### config.mk
export PLATFORM = sky130hd
export DESIGN_NAME = led_pattern_ctrl
export DESIGN_NICKNAME = d
export VERILOG_FILES = /design/src/rtl/led_ctrl_pkg.sv /design/src/rtl/debounce_filter.sv /design/src/rtl/led_pattern_ctrl.sv
export SDC_FILE = /design/constraint.sdc
export NUM_CORES = 1
export LEC_CHECK = 0
export CORE_UTILIZATION = 45
export CTS_CLUSTER_SIZE = 24
export DETAILED_ROUTE_END_ITERATION = 8
export PLACE_DENSITY = 0.74
export SLEW_MARGIN = 15
export SYNTH_ARGS = -nofsm -noshare
export SYNTH_HDL_FRONTEND = slang
export SYNTH_HIERARCHICAL = 1
export SYNTH_SLANG_ARGS = --single-unit
### constraint.sdc
create_clock -name i_clk -period 1.9 [get_ports i_clk]
set_clock_uncertainty 0.05 [all_clocks]
set_input_delay 0.57 -clock i_clk [delete_from_list [all_inputs] [get_ports i_clk]]
set_output_delay 0.57 -clock i_clk [all_outputs]
set_load 0.02 [all_outputs]
### src/rtl/led_ctrl_pkg.sv
// led_ctrl_pkg: mode encodings, initial patterns, default limits and pattern step helpers
package led_ctrl_pkg;
   typedef enum logic [1:0] {
      MODE_PASS  = 2'd0,
      MODE_CHASE = 2'd1,
      MODE_BLINK = 2'd2,
      MODE_COUNT = 2'd3
   } mode_e;

   localparam logic [3:0] PASS_INIT  = 4'b0000;
   localparam logic [3:0] CHASE_INIT = 4'b0001;
   localparam logic [3:0] BLINK_INIT = 4'b0000;
   localparam logic [3:0] COUNT_INIT = 4'b0000;

   localparam int DEF_DEBOUNCE_LIMIT = 250000;
   localparam int DEF_STEP_LIMIT     = 6250000;

   function automatic logic [3:0] init_pattern(input mode_e m);
      return m == MODE_CHASE ? CHASE_INIT :
             m == MODE_BLINK ? BLINK_INIT :
             m == MODE_COUNT ? COUNT_INIT : PASS_INIT;
   endfunction

   function automatic logic [3:0] step_pattern(input mode_e m, input logic rev, input logic [3:0] p);
      return m == MODE_CHASE ? (rev ? {p[0], p[3:1]} : {p[2:0], p[3]}) :
             m == MODE_BLINK ? ~p :
             m == MODE_COUNT ? (rev ? p - 4'd1 : p + 4'd1) : p;
   endfunction
endpackage

### src/rtl/debounce_filter.sv
// debounce_filter: 2-flop synchronizer followed by a hold-time debounce for one switch
module debounce_filter
   import led_ctrl_pkg::*;
#(
   parameter int DEBOUNCE_LIMIT = DEF_DEBOUNCE_LIMIT
) (
   input  logic i_clk,
   input  logic i_rst_n,
   input  logic i_switch,
   output logic o_db
);
   localparam int CW = $clog2(DEBOUNCE_LIMIT);

   logic           sync1_q, sync2_q, db_q, db_d, hit;
   logic [CW-1:0]  cnt_q, cnt_d;

   always_comb begin
      hit   = (sync2_q != db_q) && (cnt_q == CW'(DEBOUNCE_LIMIT - 1));
      cnt_d = (sync2_q == db_q || hit) ? '0 : cnt_q + CW'(1);
      db_d  = hit ? sync2_q : db_q;
   end

   always_ff @(posedge i_clk) begin
      if (!i_rst_n) begin
         sync1_q <= 1'b0;
         sync2_q <= 1'b0;
         db_q    <= 1'b0;
         cnt_q   <= '0;
      end else begin
         sync1_q <= i_switch;
         sync2_q <= sync1_q;
         db_q    <= db_d;
         cnt_q   <= cnt_d;
      end
   end

   assign o_db = db_q;
endmodule

### src/rtl/led_pattern_ctrl.sv
// led_pattern_ctrl: debounced switch presses drive a four-mode LED pattern engine
module led_pattern_ctrl
   import led_ctrl_pkg::*;
#(
   parameter int DEBOUNCE_LIMIT = DEF_DEBOUNCE_LIMIT,
   parameter int STEP_LIMIT     = DEF_STEP_LIMIT
) (
   input  logic       i_clk,
   input  logic       i_rst_n,
   input  logic       i_switch_0,
   input  logic       i_switch_1,
   input  logic       i_switch_2,
   input  logic       i_switch_3,
   output logic       o_led_0,
   output logic       o_led_1,
   output logic       o_led_2,
   output logic       o_led_3,
   output logic [1:0] o_mode
);
   localparam int SW = $clog2(STEP_LIMIT);

   logic [3:0]    sw_raw, sw_db, sw_dly_q, press, pat_q, pat_d, led;
   logic [SW-1:0] step_q, step_d;
   logic          pause_q, pause_d, dir_q, dir_d, run, tick;
   mode_e         mode_q, mode_d;

   assign sw_raw = {i_switch_3, i_switch_2, i_switch_1, i_switch_0};

   for (genvar n = 0; n < 4; n++) begin : g_db
      debounce_filter #(.DEBOUNCE_LIMIT(DEBOUNCE_LIMIT)) u_db (
         .i_clk    (i_clk),
         .i_rst_n  (i_rst_n),
         .i_switch (sw_raw[n]),
         .o_db     (sw_db[n])
      );
   end

   assign press = sw_db & ~sw_dly_q;
   assign run   = (mode_q != MODE_PASS) && !pause_q;
   assign tick  = run && (step_q == SW'(STEP_LIMIT - 1));

   // mode advance beats restart beats tick; toggles only survive when neither fires
   always_comb begin
      mode_d  = mode_q;
      pause_d = pause_q;
      dir_d   = dir_q;
      step_d  = step_q;
      pat_d   = pat_q;
      if (press[3]) begin
         mode_d  = mode_e'(mode_q + 2'd1);
         pause_d = 1'b0;
         dir_d   = 1'b0;
         step_d  = '0;
         pat_d   = init_pattern(mode_d);
      end else if (press[0] && mode_q != MODE_PASS) begin
         step_d = '0;
         pat_d  = init_pattern(mode_q);
      end else if (mode_q != MODE_PASS) begin
         step_d  = !run ? step_q : tick ? '0 : step_q + SW'(1);
         pat_d   = tick ? step_pattern(mode_q, dir_q, pat_q) : pat_q;
         pause_d = pause_q ^ press[2];
         dir_d   = dir_q ^ press[1];
      end
   end

   always_ff @(posedge i_clk) begin
      if (!i_rst_n) begin
         mode_q   <= MODE_PASS;
         pause_q  <= 1'b0;
         dir_q    <= 1'b0;
         step_q   <= '0;
         pat_q    <= PASS_INIT;
         sw_dly_q <= '0;
      end else begin
         mode_q   <= mode_d;
         pause_q  <= pause_d;
         dir_q    <= dir_d;
         step_q   <= step_d;
         pat_q    <= pat_d;
         sw_dly_q <= sw_db;
      end
   end

   assign led     = (mode_q == MODE_PASS) ? sw_db : pat_q;
   assign o_led_0 = led[0];
   assign o_led_1 = led[1];
   assign o_led_2 = led[2];
   assign o_led_3 = led[3];
   assign o_mode  = mode_q;
endmodule

==> key figures, run 1 <==
Clock tree
  – H-Tree Depth: 4
  – # hold bufs at CTS: 0
  – CTS tree: yes
  – Clock-pin transition on the worst setup and hold timing paths: 0.06 ns
  – TritonCTS buffer count: 17
  – Sink Count: approximately 120
  – Clk Tree Root Cell: clkbuf_16
  – Later-pin clock latency in the skew report: 0.42 ns
  – Max Root-Sink Buffers: 2

Synthesis
  – Number of synthesized flops with an enable pin: 0
  – Synth warn: 6
  – Mapped Avg Cell Area: 8.93 µm²
  – Syn nets: ~650
  – Top-count cell post-synth: dfxtp_1
  – Yosys reg bits: 119
  – Top_reg_cell synth: dfxtp_1
  – Post-Syn Area: 5610 µm²
  – Yosys cell types: 48
  – Post-synth top area share: 0.424
  – Async set-reset flop share out of synthesis: 0
  – Sequential-to-total area share from yosys stat: 0.424
  – Leading area contributor after synthesis: dfxtp_1
  – Synth top cells by count: dfxtp_1 (119), nor2_1 (109), xnor2_1 (64)
  – Gate Count Post-Synth: 629
  – Largest cells by area after synthesis: dfxtp_1 (42%), xnor2_1 (10%), nor2_1 (7.3%)

STA
  – Period utilisation layout: 1.11
  – Hold slack: 0.383 ns
  – RSZ-0062 raised after global routing: true
  – Final Hold Fails: 0
  – Pins Over Slew Limit: 0
  – Min setup slack post-route: -0.213 ns
  – Setup violators final: 31
  – Worst-margin pin slew: 0.526 ns
  – FMAX: 473 MHz
  – Rel. slew slack: 0.646
  – Tmin final: 2.11 ns

Global routing
  – Overflow after GRT: 0
  – Vias in the first global route: 4483
  – Initial antenna violation count: 0
  – Largest net degree at the start of global routing: 19
  – Global-route wire length before repair: 20100 µm
  – GRT Util Overall: 0.195

Floorplanning
  – Num rows: 40
  – Starting Density: 0.465
  – I/O pins: 12
  – Die height: 114 µm
  – Die ar.: 12900 µm²
  – Die width: 114 µm
  – Core footprint: 12100 µm²

Route
  – Via density per instance: roughly 5.2
  – Drt initial violations: roughly 230
  – Antenna Nets Post-Route: 0
  – Initial DRT Pass Iterations: 4
  – DRC: 0
  – Total detailed-routing wirelength: 11700 µm
  – Routed length per instance: 13.2 µm
  – Vias post-DR: approximately 4600

Setup path
  – Critical path arrival: 1.49 ns
  – Family with the most delay on the worst path: flip-flops
  – Critical Path End Type: output pin
  – Worst-path fanout max: 6
  – Beginning of the critical path: o_mode[0]
  – Crit Reg-Reg Startpoint: o_mode[0]
  – Slowest cell delay on critical path: approximately 0.35 ns
  – Critical path class: reg2out
  – Crit path cell chain: inv_4 -> ha_4 -> mux2_2 -> buf_6
  – Required @ worst endpoint: 1.28 ns
  – CP Launch Type: register
  – Critical path buffer and inverter count: 2
  – Crit-path slowest cell: dfxtp_4

Hold path
  – Worst hold path class: reg2reg
  – Hold wc startpoint: g_db[3].u_db/sync1_q

Placed design
  – Number of port buffers: 11
  – Place WS: -0.367 ns
  – GPL Wtd Cong: about 0.8
  – Final HPWL DP: 7770 µm
  – Number of placed cells counting well taps: 840

Final layout
  – Fill cell count: 1018
  – Nets: between 700 and 800
  – Area delta synth->final: 28.4%
  – # diodes: 0
  – Share of cells above drive strength 1: 0.220
  – Fin cells: 886

Run status
  – Status: complete, but fails checks
  – Failing checks: setup timing

Power and ir drop
  – Worst vdd ir: 0.971 mV
  – Leakage Power: roughly 2.4 nW
  – Overall power: 0.00584 W
  – Power density over cell area: 811 nW/µm²

Flow run
  – Max-cap violations: 0
## path summary, 6_finish.rpt
check / endpoint / slack [ns] / depth (start not counted)
worst max-delay path: o_led_0 / -0.21 / 4
worst max register to register: pat_q[0] / -0.15 / 9
worst min register to register: g_db[3].u_db/sync2_q / 0.38 / 1
worst min-delay path: g_db[3].u_db/sync2_q / 0.38 / 1
## worst reg2reg max path: cells and delay by family (launching register included)
| kind | cells | cell delay (ns) |
|---|---|---|
| compound gates | 2 | 0.24 |
| fa+ha+maj | 1 | 0.18 |
| simple gates | 3 | 0.83 |
| flops | 1 | 0.35 |
| buf+inv | 3 | 0.35 |
## timing repair
action | 4_1_cts | 5_1_grt
gates resized for setup | 49 | 31
pin swaps | 30 | 10
gates cloned | 3 | 0
endpoints found under the setup margin | 33 | 52
setup buffers | 7 | 4
## cells in the final DEF, fill, tap and decap left out, types with 11 or more instances in the layout
master,instances
and2_1,17
buf_4,52
clkbuf_16,17
dfxtp_1,117
inv_1,24
nand2_1,32
nand3_1,31
nand4_1,19
nor2_1,93
nor2_2,11
nor3_1,21
nor4_1,25
xnor2_1,64
xor2_1,21
## area by class of cell
| type | instances | area, µm² | share of cell area |
|---|---|---|---|
| clock buffers | 18 | 429 | 0.0595 |
| clock inverters | 14 | 174 | 0.0241 |
| inverters | 26 | 103 | 0.0142 |
| multi-input cells | 472 | 3300 | 0.458 |
| flip-flops and latches | 119 | 2390 | 0.331 |
| well taps | 168 | 210 | 0.0292 |
| repair buffers | 69 | 599 | 0.0831 |
## flip-flops by register name (all words and copies together) (netlist names)
name / count
sw_dly_q: 4
g_db.u_db/o_db: 4
pause_q: 1
g_db.u_db/cnt_q: 72
g_db.u_db/sync1_q: 4
pat_q: 4
step_q: 23
dir_q: 1
g_db.u_db/sync2_q: 4
o_mode: 2
## through the flow
stage,cell area [µm²],utilization,setup TNS [ns]
detailed placement,6270,0.520,-10.74
global placement,6270,0.520,-6.69
CTS,7060,0.585,-3.27
floorplan,5640,-,0
global route,7210,0.598,-6.06
finish,7210,0.598,-3.30
## where the power goes
| group | internal, W | leakage (nW) | switching, W |
|---|---|---|---|
| Sequential | 0.00250 | 0.962 | 0.00000604 |
| Clock | 0.00207 | 0.283 | 0.00117 |
| Combinational | 0.0000440 | 1.20 | 0.0000527 |
## cells by family after synthesis
group / Yosys count / synth area share
DFF: 119 / 0.424
buffers and inverters: 41 / 0.0316
xor gates and xnor gates: 89 / 0.139
muxes: 10 / 0.0185
adders and majority gates: 12 / 0.0281
and+or+nand+nor: 316 / 0.308
AOI/OAI and AO/OA: 42 / 0.0501
## routing by layer
| metal | up-vias | GRT usage | routed length [µm] |
|---|---|---|---|
| met5 | - | 0 | 0 |
| li1 | 2324 | - | - |
| met1 | 2165 | 0.232 | 5230 |
| met3 | 13 | 0.0499 | 337 |
| met2 | 72 | 0.332 | 5940 |
| met4 | 0 | 0.0851 | 161 |
Power figures use the tool's default switching activity.
==> inputs of run 2 (changes only) <==
CORE_UTILIZATION = 50   (was 45)
CTS_BUF_LIST = sky130_fd_sc_hd__clkbuf_2 sky130_fd_sc_hd__clkbuf_4 sky130_fd_sc_hd__clkbuf_8   (was default)
PLACE_DENSITY = 0.8   (was 0.74)
TNS_END_PERCENT = 50   (was default)
==> run 2 against run 1 <==
Compared with the run above:
- the flow still finishes with violations (setup timing)
- clock power fell by 31%
- clock-buffer cell count rose by 4
- final cell count fell by 3.6%
- total power fell by 17%
- largest cell class unchanged
==> key figures, run 2 (synthesis results as in run 1) <==
Run status
  – Status: complete, but fails checks
  – Failing checks: setup timing

Clock tree
  – Later-pin clock latency in the skew report: 0.43 ns (about the same)
  – Max Root-Sink Buffers: 2 (unchanged)
  – # hold bufs at CTS: 0 (unchanged)
  – Sink Count: 119 (unchanged)
  – H-Tree Depth: 4 (unchanged)
  – TritonCTS buffer count: 17 (unchanged)
  – Clk Tree Root Cell: clkbuf_8
  – Clock-pin transition on the worst setup and hold timing paths: 0.07 ns (about the same)
  – CTS tree: yes

Setup path
  – Reg2Reg Depth: 8 (-1)
  – Beginning of the critical path: o_mode[0]
  – Required @ worst endpoint: 2.17 ns (+0.89 ns)
  – Crit path capture: step_q[10]
  – Reg2reg setup slack: -0.23 ns (-0.08 ns)
  – Critical path class: reg2reg
  – Critical Path End Type: register
  – Crit Reg-Reg Startpoint: o_mode[0]
  – Worst-path fanout max: 10 (+4)
  – Critical path arrival: 2.40 ns (+0.91 ns)
  – CP Launch Type: register
  – Reg2Reg Capture Point: step_q[10]

Placed design
  – Number of placed cells counting well taps: 814 (-3.1%)
  – Final HPWL DP: 7850 µm (+1.1%)
  – Number of port buffers: 11 (unchanged)
  – GPL Wtd Cong: 0.856 (+10%)

STA
  – Period utilisation layout: 1.12 (+0.00801)
  – RSZ-0062 raised after global routing: true
  – Final Hold Fails: 0 (unchanged)
  – Worst-margin pin slew: 0.571 ns (+0.0451 ns)
  – Rel. slew slack: 0.616 (-0.0303)
  – Setup violators final: 31 (unchanged)
  – Min setup slack post-route: -0.228 ns (-0.0152 ns)
  – Pins Over Slew Limit: 0 (unchanged)
  – Tmin final: 2.13 ns (+0.0152 ns)
  – FMAX: 470 MHz (-0.71%)
  – Setup TNS: -5.61 ns (-2.32 ns)

Route
  – Antenna Nets Post-Route: 0 (unchanged)
  – Total detailed-routing wirelength: 12100 µm (+3.3%)
  – Routed length per instance: 14.1 µm (+7.2%)
  – Initial DRT Pass Iterations: 5 (+1)
  – Vias post-DR: 4692 (+2.6%)
  – Via density per instance: 5.49 (+6.4%)
  – DRC: 0 (unchanged)
  – Drt initial violations: 199 (-12%)

Power and ir drop
  – Sw power: 0.00103 W (-16%)
  – Flop pwr share: 0.519 (+0.089)
  – Leakage Power: 2.35 nW (-3.7%)
  – Sw Ratio: 0.213 (+0.00294)
  – Clk pwr share: 0.462 (-0.092)
  – Comb power frac: 0.019 (+0.002)
  – Overall power: 0.00483 W (-17%)
  – P_int: 0.00380 W (-18%)
  – Power density over cell area: 707 nW/µm² (-13%)
  – Worst vdd ir: 0.544 mV (-44%)

Floorplanning
  – I/O pins: 12 (unchanged)
  – Die width: 108 µm (-5.0%)
  – Die height: 108 µm (-5.0%)
  – Core footprint: 10900 µm² (-9.7%)
  – Starting Density: 0.516 (+0.0502)
  – Die ar.: 11700 µm² (-9.8%)
  – Num rows: 38 (-5.0%)

Global routing
  – Vias in the first global route: 4572 (+2.0%)
  – Overflow after GRT: 0 (unchanged)
  – GRT Util Overall: 0.215 (+0.0201)
  – Largest net degree at the start of global routing: 19 (unchanged)
  – Global-route wire length before repair: 20000 µm (-0.48%)
  – Initial antenna violation count: 0 (unchanged)

Final layout
  – Largest register FFs: 72 (unchanged)
  – # diodes: 0 (unchanged)
  – Nets: 719 (-0.55%)
  – Most frequent cells in the layout: dfxtp_1 (117), nor2_1 (100), xnor2_1 (64)
  – Fin cells: 854 (-3.6%)
  – Commonest non-fill, non-tap cell in the layout: dfxtp_1
  – Biggest register: g_db.u_db/cnt_q
  – Final core occ: 0.628 (+0.0302)
  – Share of cells above drive strength 1: 0.197 (-0.0226)
  – Area delta synth->final: 21.8%
  – Largest regs: g_db.u_db/cnt_q x72, step_q x23

Hold path
  – Worst hold path class: reg2reg

Flow run
  – Max-cap violations: 0 (unchanged)
run 2: cell types whose count changed in the layout (fill, tap and decap cells not counted), sizes merged:
cell,delta
clkbuf,+5
buf,-3
clkinv,+3
clkinvlp,-3
inv,-3
bufinv,-1
clkdlybuf4s15,-1
nand2,-1
run 2: cell type report:
cell class | count | area [µm²]
clock buffers | 22 | 284
clock inverters | 10 | 103
fillers | 804 | 4050
inverters | 26 | 103
multi-input cells | 471 | 3220
flip-flops and latches | 119 | 2390
well taps | 140 | 175
repair buffers | 66 | 566
run 2: stage by stage:
stage	area, µm²	setup WS (ns)	hold slack, ns
4_1_cts	6740	-0.239	0.397
3_5_place_dp	6250	-0.326	0.381
3_3_place_gp	6250	-0.326	0.365
2_1_floorplan	5640	0.0196	0.362
5_1_grt	6840	-0.323	0.416
6_report	6840	-0.228	0.392
run 2: how the worst min path moves through the flow:
stage | slack [ns] | startpoint | cells past startpoint | to
floorplan | 0.36 | g_db[0].u_db/sync1_q | 1 | g_db[0].u_db/sync2_q
global placement | 0.37 | g_db[0].u_db/sync1_q | 1 | g_db[0].u_db/sync2_q
detailed placement | 0.38 | g_db[0].u_db/sync1_q | 1 | g_db[0].u_db/sync2_q
CTS | 0.40 | g_db[0].u_db/sync1_q | 1 | g_db[0].u_db/sync2_q
global route | 0.42 | g_db[2].u_db/sync1_q | 1 | g_db[2].u_db/sync2_q
finish | 0.39 | g_db[1].u_db/sync1_q | 1 | g_db[1].u_db/sync2_q
run 2: layer usage:
| layer | wire [µm] | vias to the layer above | global-route usage |
|---|---|---|---|
| met4 | 202 | 0 | 0.0890 |
| met2 | 6070 | 110 | 0.372 |
| met1 | 5290 | 2243 | 0.254 |
| met3 | 490 | 20 | 0.0506 |
| li1 | - | 2319 | - |
| met5 | 0 | - | 0 |
run 2: worst max-delay path, cell delays in order, from the launching register on:
cell,delay [ns]
dfxtp_4,0.36
inv_4,0.04
ha_4,0.19
buf_6,0.12
and4bb_1,0.29
nand4_1,0.21
or3_4,0.54
nand2_8,0.15
nor2_1,0.07
run 2: power by group through the flow:
stage | combinational (W) | clock (W) | sequential [W]
4_1_cts | 0.0000863 | 0.00228 | 0.00251
5_1_grt | 0.000100 | 0.00241 | 0.00251
3_5_place_dp | 0.0000780 | 0 | 0.00256
3_3_place_gp | 0.0000753 | 0 | 0.00256
2_1_floorplan | 0.0000400 | 0 | 0.00256
6_report | 0.0000923 | 0.00223 | 0.00251
run 2: timing repair:
item,CTS,global route
pin swaps,7,16
cloned,2,0
endpoints found under the setup margin,33,50
hold endpoints to repair,0,0
buffers inserted,4,2
gates resized for setup,44,22
==> inputs of run 3 (changes only) <==
CORE_MARGIN = 2   (was default)
CORE_UTILIZATION = 45   (was 50)
PLACE_DENSITY = 0.74   (was 0.8)
==> run 3 against run 2 <==
Compared with the run above:
- the run still ends with setup timing left
- utilization decreased by 6.7 points
- first-iteration DRC count increased by 30%
- routed wire length decreased by 4.2%
- highest routed layer unchanged
==> key figures, run 3 (synthesis results as in run 1) <==
Floorplanning
  – Core footprint: 12100 µm² (+11%)
  – I/O pins: 12 (unchanged)
  – Starting Density: 0.464 (-0.0521)
  – Num rows: 40 (+5.3%)
  – Die width: 116 µm (+7.2%)
  – Die ar.: 13400 µm² (+15%)
  – Die height: 116 µm (+7.2%)

Final layout
  – Most frequent cells in the layout: dfxtp_1 (117), nor2_1 (105), xnor2_1 (64)
  – Fin cells: 881 (+3.2%)
  – Area delta synth->final: 21.0%
  – # diodes: 0 (unchanged)
  – Share of cells above drive strength 1: 0.182 (-0.0152)
  – Nets: 718 (-0.14%)
  – Largest register FFs: 72 (unchanged)
  – Commonest non-fill, non-tap cell in the layout: dfxtp_1
  – Largest regs: g_db.u_db/cnt_q x72, step_q x23
  – Biggest register: g_db.u_db/cnt_q

Run status
  – Failing checks: setup timing
  – Status: complete, but fails checks

Setup path
  – Critical Path End Type: output pin
  – CP Launch Type: register
  – Slowest cell delay on critical path: 0.35 ns (-0.19 ns)
  – Worst-path fanout max: 6 (-4)
  – Family with the most delay on the worst path: flip-flops
  – Crit-path slowest cell: dfxtp_4
  – Required @ worst endpoint: 1.28 ns (-0.89 ns)
  – Critical path class: reg2out
  – Crit path cell chain: inv_4 -> ha_4 -> mux2_4 -> buf_6
  – Critical path buffer and inverter count: 2 (unchanged)
  – Critical path arrival: 1.51 ns (-0.89 ns)

Global routing
  – Vias in the first global route: 4530 (-0.92%)
  – GRT Util Overall: 0.185 (-0.0297)
  – Overflow after GRT: 0 (unchanged)
  – Largest net degree at the start of global routing: 19 (unchanged)
  – Global-route wire length before repair: 19900 µm (-0.31%)
  – Initial antenna violation count: 0 (unchanged)

Clock tree
  – Clk Tree Root Cell: clkbuf_8
  – Sink Count: 119 (unchanged)
  – Max Root-Sink Buffers: 2 (unchanged)
  – CTS tree: yes
  – H-Tree Depth: 4 (unchanged)
  – # hold bufs at CTS: 0 (unchanged)
  – TritonCTS buffer count: 17 (unchanged)
  – Clock-pin transition on the worst setup and hold timing paths: 0.08 ns (about the same)
  – Later-pin clock latency in the skew report: 0.44 ns (about the same)

Route
  – Met2 Wirelength: 5830 µm (-4.1%)
  – Top Layer Used: met4
  – DRC: 0 (unchanged)
  – WL met3: 390 µm (-20%)
  – Drt initial violations: 258 (+30%)
  – Via density per instance: 5.19 (-5.5%)
  – Routed length per instance: 13.1 µm (-7.2%)
  – Vias post-DR: 4575 (-2.5%)
  – Initial DRT Pass Iterations: 7 (+2)
  – DRT met1 WL: 5130 µm (-3.1%)
  – Total detailed-routing wirelength: 11500 µm (-4.2%)
  – Antenna Nets Post-Route: 0 (unchanged)

STA
  – FMAX: 470 MHz (about the same)
  – Worst-margin pin slew: 0.550 ns (-0.0209 ns)
  – Period utilisation layout: 1.12 (about the same)
  – Setup TNS: -5.45 ns (+0.162 ns)
  – Tmin final: 2.13 ns (-0.00107 ns)
  – Min setup slack post-route: -0.227 ns (+0.00107 ns)
  – Rel. slew slack: 0.630 (+0.0140)
  – Setup violators final: 29 (-6.5%)
  – Pins Over Slew Limit: 0 (unchanged)
  – Final Hold Fails: 0 (unchanged)
  – Hold slack: 0.386 ns (-0.00581 ns)
  – RSZ-0062 raised after global routing: true

Placed design
  – Place WS: -0.297 ns (+0.0290 ns)
  – Final HPWL DP: 8020 µm (+2.2%)
  – GPL Wtd Cong: 0.864 (+0.92%)
  – Number of placed cells counting well taps: 841 (+3.3%)
  – Number of port buffers: 11 (unchanged)

Power and ir drop
  – Overall power: 0.00476 W (-1.6%)
  – Power density over cell area: 700 nW/µm² (-1.0%)
  – Leakage Power: 2.32 nW (-1.4%)
  – Worst vdd ir: 0.424 mV (-22%)

Flow run
  – Max-cap violations: 0 (unchanged)

Hold path
  – Worst hold path class: reg2reg
## run 3: final cells by class
class / count / area, µm²
Clock buffer: 19 / 255
Clock inverter: 13 / 123
Fill cell: 1100 / 5320
Inverter: 26 / 103
Multi-Input combinational cell: 472 / 3170
Sequential cell: 119 / 2390
Tap cell: 168 / 210
Timing Repair Buffer: 64 / 544
## run 3: path summary, 6_finish.rpt
kind / from / endpoint / slack, ns / depth (start not counted)
max: o_mode[0] / o_led_2 / -0.23 / 4
min: g_db[3].u_db/sync1_q / g_db[3].u_db/sync2_q / 0.39 / 1
max reg2reg: o_mode[0] / step_q[22] / -0.21 / 8
min reg2reg: g_db[3].u_db/sync1_q / g_db[3].u_db/sync2_q / 0.39 / 1
## run 3: metal layers
metal / up-vias / global-route usage
met4: 0 / 0.0730
met5: - / 0
met3: 20 / 0.0513
met2: 80 / 0.327
li1: 2314 / -
met1: 2161 / 0.213
## run 3: power breakdown
part           leakage (nW)  switching, W   total, W  internal [W]
clock                 0.183       0.00107    0.00216       0.00109
combinational          1.18     0.0000473  0.0000887     0.0000414
sequential            0.962    0.00000609    0.00251       0.00250
total                  2.32       0.00112    0.00476       0.00363
## run 3: what timing repair did
item	CTS	global route
pin swaps	5	7
gates resized for setup	37	11
endpoints found under the setup margin	33	51
cloned	2	1
buffers inserted	2	3
## run 3: metrics by stage
stage | utilization | area, µm²
floorplan | - | 5640
global placement | 0.518 | 6270
detailed placement | 0.518 | 6270
CTS | 0.556 | 6740
global route | 0.561 | 6800
finish | 0.561 | 6800
